==> src/rtl/example.sv <==
// Detects the ordered input-pair sequence 11 -> 01 -> 11 on {a,b}, with overlap.
// Each detection gives a one-cycle registered pulse on c and bumps the wrapping count s2.
module example #(
   parameter int CNT_W = 3
) (
   input  logic             clk,
   input  logic             rst,
   input  logic             a,
   input  logic             b,
   output logic             c,
   output logic [2:0]       s1,
   output logic [CNT_W-1:0] s2
);

   localparam logic [2:0] IDLE      = 3'b001;
   localparam logic [2:0] SEEN11    = 3'b010;
   localparam logic [2:0] SEEN11_01 = 3'b100;

   logic [1:0] pair;
   logic [2:0] state_next;
   logic       det;

   assign pair = {a, b};

   // Unknown or unlisted pairs fall through to IDLE because the equality tests
   // below never take the true branch for them.
   always_comb begin
      state_next = IDLE;
      det        = 1'b0;
      case (s1)
         IDLE: begin
            if (pair == 2'b11) state_next = SEEN11;
         end
         SEEN11: begin
            if (pair == 2'b01)      state_next = SEEN11_01;
            else if (pair == 2'b11) state_next = SEEN11;
         end
         SEEN11_01: begin
            if (pair == 2'b11) begin
               state_next = SEEN11;
               det        = 1'b1;
            end
         end
         default: state_next = IDLE;
      endcase
   end

   always_ff @(posedge clk) begin
      if (rst) begin
         s1 <= IDLE;
         c  <= 1'b0;
         s2 <= '0;
      end else begin
         s1 <= state_next;
         c  <= det;
         if (det) s2 <= s2 + CNT_W'(1);
      end
   end

endmodule

==> config.mk <==
export PLATFORM = sky130hd
export DESIGN_NAME = example
export DESIGN_NICKNAME = d
export VERILOG_FILES = /design/src/rtl/example.sv
export SDC_FILE = /design/constraint.sdc
export NUM_CORES = 1
export LEC_CHECK = 0
export ABC_AREA = 1
export CAP_MARGIN = 40
export CORE_AREA = 3 3 40 42
export CTS_BUF_LIST = sky130_fd_sc_hd__clkbuf_4 sky130_fd_sc_hd__clkbuf_8
export CTS_CLUSTER_SIZE = 8
export DETAILED_ROUTE_END_ITERATION = 8
export DIE_AREA = 0 0 43 45
export GPL_ROUTABILITY_DRIVEN = 0
export PLACE_DENSITY = 0.55
export SLEW_MARGIN = 20
export SYNTH_ARGS = -nofsm -noshare
export SYNTH_HDL_FRONTEND = slang
export SYNTH_SLANG_ARGS = --single-unit
export TNS_END_PERCENT = 1
==> constraint.sdc <==
create_clock -name clk -period 1.27 [get_ports clk]
set_clock_uncertainty 0.15 [all_clocks]
set_input_delay 0.1905 -clock clk [delete_from_list [all_inputs] [get_ports clk]]
set_output_delay 0.1905 -clock clk [all_outputs]
set_load 0.03 [all_outputs]
# Word-level counts from Yosys, hierarchy flattened
# Cells that the tools add are included.
# W data, S select, Z words.
# op_classes
reduce_logical,1
eq_ne,5
n_mux,5
add_sub_neg,1
# op_table
cell,count
$pmux W3 S2,1
$add A3 B1 Y3 const B,1
$eq A3 B1 Y1 const B,1
$eq A3 B2 Y1 const B,1
$eq A3 B3 Y1 const B,1
$mux W3,1
$eq A2 B1 Y1 const B,1
$eq A2 B2 Y1 const B,1
$mux W1,2
$mux W2,1
$reduce_or A2 Y1,1
# totals
output_inout_bits,7
register_bits,7

# Logic depth before layout (Yosys ltp)
# Gate-level depths: netlist of run 1.
# logic_depth
word_depth,4
mapped_depth,6
depth_no_buf,6

# Least setup slack after synthesis of run 1
# Ideal clock, no wire load.
# synth_timing
kind,reg2reg
from,reg s2[0]
to,reg s2[2]
path_slack_ps,26
required_time_ps,1004
path_stages_with_launch,7
t_arrival_ps,978
period_less_slack_ps,1244
path_cell_list,dfxtp_1 -> ha_1 -> inv_1 -> nand2_1 -> nand2_1 -> nand3_1 -> a21oi_1
# synth_between
elab_chain_len,1
# synth_lines
element,line_no,text
start: declaration,12,output logic [CNT_W-1:0] s2
start signal: assignment,56,if (det) s2 <= s2 + CNT_W'(1);
$add A3 B1 Y3,56,
# Every way passes these cells.
# A chain may end at the register's enable or synchronous reset.

# Worst setup path in the final report of run 1
# layout_timing
from,reg s1[1]
to,out s1[1]
# layout_lines
element,line_no,text
start: declaration,11,"output logic [2:0] s1,"
start signal: assignment,54,s1 <= state_next;
# No word-level cell between the ends.

==> results of run 1 <==
-- sequential cells by signal (all words and copies together) (netlist names) --
register	count
s1	3
s2	3
c	1
-- cell usage in the layout (no fill, tap or decap) --
cell type / count
clkdlybuf4s50_1: 3
dfxtp_1: 7
buf_4: 9
nor2_2: 2
nor3_1: 1
a21oi_1: 3
inv_1: 7
nand2_1: 12
clkbuf_4: 4
nand2_2: 1
nand3_1: 5
inv_2: 1
nand3b_1: 1
ha_1: 1
nor2_1: 3
-- cell usage after synthesis --
master,count
a21oi_1,3
nor3_1,1
inv_1,7
nand2_1,12
nor2_2,2
ha_1,1
nor2_1,3
nand3b_1,1
nand3_1,5
nand2_2,1
inv_2,1
dfxtp_1,7
-- path summary, 6_finish.rpt --
path,startpoint,endpoint,slack (ps),depth (start not counted)
setup / recovery,s1[1]$_SDFF_PP0_,s1[1],100,1
hold / removal,s2[1]$_SDFFE_PP0P_,s2[1]$_SDFFE_PP0P_,330,2
setup reg to reg,s2[0]$_SDFFE_PP0P_,s2[2]$_SDFFE_PP0P_,170,6
hold reg to reg,s2[1]$_SDFFE_PP0P_,s2[1]$_SDFFE_PP0P_,330,2
-- stage by stage --
| stage | power (W) | setup WS, ps |
|---|---|---|
| after floorplan | 0.000247 | 26.2 |
| after global placement | 0.000270 | -98.1 |
| after detailed placement | 0.000270 | -107 |
| after CTS | 0.000504 | 78.7 |
| after global routing | 0.000522 | 36.5 |
| final | 0.000488 | 99.0 |
-- metal layers --
metal / part of all wire (%) / routed length, um
met3: 11 / 66
met2: 43 / 264
met1: 46 / 284
met4: 0 / 0
met5: 0 / 0
-- where the power goes --
part	total, W	switching [W]	internal (W)
sequential	0.000226	0.00000301	0.000223
clock	0.000223	0.0000817	0.000141
combinational	0.0000395	0.0000198	0.0000198
-- logic make-up after synthesis --
logic type               after synthesis  synth area share, %
AO/OA/AOI/OAI                          3                 4.84
adder cells (fa/ha/maj)                1                 4.03
buffers and inverters                  8                 9.68
flip-flops                             7                 45.2
AND/OR/NAND/NOR                       25                 36.3
-- layout make-up --
type	count	area [um2]	area share [%]
tap	15	18.8	4.11
clock buffer	4	30.0	6.58
sequential	7	140	30.7
inverter	8	30.0	6.58
multi-input combinational	29	140	30.7
timing repair buffer	12	97.6	21.4
==> flow_summary.json, run 1 <==
{
  "finalCritPeriodShare_pct": 92.2,
  "final_cell_count_no_fill": 75,
  "syn_nets": 49,
  "top_usage_layer": "met2",
  "drt_iter0_drc": 3,
  "post-route-min-period_ps": 1170,
  "power.leakage_nw": 0.222,
  "synthTopCellsByArea": "dfxtp_1 (45%), nand2_1 (15%), inv_1 (8.5%)",
  "crit_family": "flip-flops",
  "ios": 11,
  "nNetsFinal": 66,
  "cts_resized": 0,
  "antenna_cells": 0,
  "syn2layout_area_growth_pct": 47.2,
  "cts_inserted_buffers": 3,
  "cts.sinks": 7,
  "placementRows": 13,
  "placed_area_um2": 427,
  "synth_area_leader_cell": "dfxtp_1",
  "htreeDepth": 1,
  "path_clk_slew_ps": 50,
  "routed_wl_um": 615,
  "grt_overflow": 0,
  "vias_per_cell": 4.07,
  "design_area_um2": 457,
  "synth.avg_cell_area_um2": 7.05,
  "antenna_found_initial": 0,
  "synth_top_cell_area_share_pct": 45.2,
  "ys_seq_area_share_pct": 45.2,
  "grt.met2_usage_pct": 10.2,
  "die_area_um2": 1940,
  "end_kind": "output port",
  "syn_area_um2": 310,
  "core_um2": 1280,
  "slew_viol_final": 0,
  "drc": 0,
  "setup_tns_ps": 0,
  "worst_hold_path_type": "flop to flop",
  "cts_tree": "done",
  "cp_cell_sequence": "buf_4",
  "grtUsageTotal_pct": 7.44,
  "critPathMaxStageDelay_ps": 390,
  "grt_max_degree": 6,
  "utilization_pct": 35.5,
  "max_slew_margin_pct": 89.0,
  "synth.distinct_cells": 12,
  "cap_viol_max_count": 0,
  "critPathSlowestCell": "dfxtp_1",
  "tightest_slew_ps": 164,
  "grt_pass1_vias": 248,
  "grt_pass1_wl_um": 1010,
  "n_fill_cell": 143,
  "grt_use_met1_pct": 8.05,
  "die_y_um": 45,
  "power_density_nw_per_um2": 1070,
  "ys_ff_latch": 7,
  "io_buffers": 10,
  "arrival_ps": 830,
  "hold-worst-slack_ps": 333,
  "start_util_pct": 24.1,
  "criticalPathCategory": "flop to output port",
  "synth_cells": 44,
  "dp_cells": 71,
  "ant_nets": 0,
  "finalHoldViolations": 0,
  "wl_per_cell_um": 8.20,
  "cp_data_required_time_ps": 930,
  "worstPathMaxFanout": 5,
  "setup_viol": 0,
  "clockRootBuffer": "clkbuf_4",
  "drive_gt1_share_pct": 28.3,
  "cts_setup_buffers": 0,
  "grt_use_met3_pct": 6.37,
  "clk_latency_ps": 250,
  "vias": 305,
  "dp_hpwl_um": 493,
  "fmax_mhz": 854,
  "clockBufferDepth": 2,
  "postCtsHoldBufs": 0,
  "synth_warnings": 0,
  "cp-start-kind": "flop",
  "drt_first_pass_iters": 2,
  "rsz0062_at_grt": "false",
  "ir_worst_vdd_v": 0.000371,
  "status": "completed",
  "crit_buf_inv": 1,
  "die_w_um": 43
}
Power figures use the tool's default switching activity.
==> inputs of run 2 (changes only) <==
Settings changed: CELL_PAD_IN_SITES_DETAIL_PLACEMENT set to 1, CELL_PAD_IN_SITES_GLOBAL_PLACEMENT set to 1, PLACE_DENSITY 0.55 to 0.73.
Clock period 1.27 ns to 1 ns, I/O delays scaled along.
==> flow_summary.json, run 2 (synthesis results as in run 1) <==
{
  "power_w": 0.000629,
  "post-route-min-period_ps": 1150,
  "rsz0062_at_grt": "true",
  "criticalPathCategory": "flop to output port",
  "postCtsHoldBufs": 0,
  "worst_slack_ps": -153,
  "n_fill_cell": 168,
  "vias": 351,
  "status": "complete, but fails checks",
  "cap_viol_max_count": 0,
  "worst_hold_path_type": "primary input to flop",
  "drt_iter0_drc": 6,
  "ant_nets": 0,
  "nNetsFinal": 70,
  "setup_viol": 10,
  "dp_hpwl_um": 717,
  "io_buffers": 10,
  "core_um2": 1280,
  "antenna_cells": 0,
  "power.leakage_nw": 0.263,
  "routed_wl_um": 963,
  "ios": 11,
  "post-place-ws_ps": -354,
  "wl_per_cell_um": 12.2,
  "tightest_slew_ps": 138,
  "clockBufferDepth": 2,
  "placed_area_um2": 478,
  "grt_pass1_vias": 333,
  "grt_max_degree": 6,
  "grt_pass1_wl_um": 1550,
  "drt_first_pass_iters": 4,
  "finalCritPeriodShare_pct": 115,
  "violations": "negative hold slack, negative setup slack",
  "cts.sinks": 7,
  "placementRows": 13,
  "finalHoldViolations": 1,
  "end_kind": "output port",
  "fmax_mhz": 867,
  "die_w_um": 43,
  "arrival_ps": 850,
  "die_area_um2": 1940,
  "design_area_um2": 603,
  "hold-worst-slack_ps": -33.4,
  "cp_data_required_time_ps": 700,
  "slew_viol_final": 0,
  "drc": 0,
  "power_density_nw_per_um2": 1040,
  "htreeDepth": 1,
  "antenna_found_initial": 0,
  "syn2layout_area_growth_pct": 94.4,
  "cts_inserted_buffers": 3,
  "grt_overflow": 0,
  "final_cell_mix": "buf_6 (10), nand2_2 (7), nand2_1 (6), dfxtp_4 (6)",
  "vias_per_cell": 4.44,
  "grtUsageTotal_pct": 11.6,
  "drive_gt1_share_pct": 67.2,
  "setup_tns_ps": -872,
  "clockRootBuffer": "clkbuf_4",
  "cp-start-kind": "flop",
  "cts_tree": "done",
  "layout_commonest_cell": "buf_6",
  "die_y_um": 45,
  "max_slew_margin_pct": 90.7,
  "start_util_pct": 24.1,
  "clk_latency_ps": 250,
  "biggestRegsByFlops": "s1 (3), s2 (3), c (1)",
  "path_clk_slew_ps": 60,
  "worstPathMaxFanout": 2,
  "ir_worst_vdd_v": 0.000516
}
-- run 2: changes by cell type in the layout (fill, tap and decap cells not counted), sizes merged --
| cell | change |
|---|---|
| buf | +4 |
| dlymetal6s2s | +1 |
| clkdlybuf4s50 | -1 |
-- run 2: critical path, cell delays in order (launching register included) --
cell and delay, ps:
dfxtp_4 350, buf_6 120, buf_6 130
-- run 2: layer usage --
| metal | part of all wire [%] | up-vias | GRT usage [%] | wire length [um] |
|---|---|---|---|---|
| met3 | 2.1 | 4 | 2.39 | 20 |
| met5 | 0 | - | 0 | 0 |
| met4 | 2.7 | 0 | 9.04 | 26 |
| met2 | 60 | 7 | 21.0 | 577 |
| li1 | - | 175 | - | - |
| met1 | 35 | 165 | 11.6 | 340 |
-- run 2: metrics by stage --
| stage | cells | utilization, % |
|---|---|---|
| 2_1_floorplan | 44 | - |
| 3_3_place_gp | 74 | 37.2 |
| 3_5_place_dp | 74 | 37.2 |
| 4_1_cts | 79 | 44.8 |
| 5_1_grt | 79 | 46.9 |
| 6_report | 79 | 46.9 |
-- run 2: cell type report --
type / count / area [um2] / area share (%)
inverter: 8 / 30.0 / 4.98
clock buffer: 4 / 30.0 / 4.98
multi-input combinational: 29 / 193 / 32.0
tap: 15 / 18.8 / 3.11
sequential: 7 / 164 / 27.2
timing repair buffer: 16 / 168 / 27.8
-- run 2: where the power goes --
part           switching [W]  internal, W  total (W)
clock               0.000113     0.000180   0.000293
sequential        0.00000547     0.000269   0.000274
combinational      0.0000317    0.0000300  0.0000617
-- run 2: timing repair --
item | in CTS | in global routing
endpoints found under the hold margin | 0 | 1
resized for setup | 17 | 12
buffers inserted | 1 | 0
cloned | 0 | 0
endpoints found under the setup margin | 13 | 13
pin swaps | 2 | 4
-- run 2: path summary, 6_finish.rpt --
kind | start | to | slack (ps) | cells past startpoint
max | s2[1]$_SDFFE_PP0P_ | s2[1] | -150 | 2
min | a | s1[2]$_SDFF_PP0_ | -30 | 2
max reg2reg | s2[1]$_SDFFE_PP0P_ | s2[2]$_SDFFE_PP0P_ | -120 | 6
min reg2reg | s2[2]$_SDFFE_PP0P_ | s2[2]$_SDFFE_PP0P_ | 350 | 2
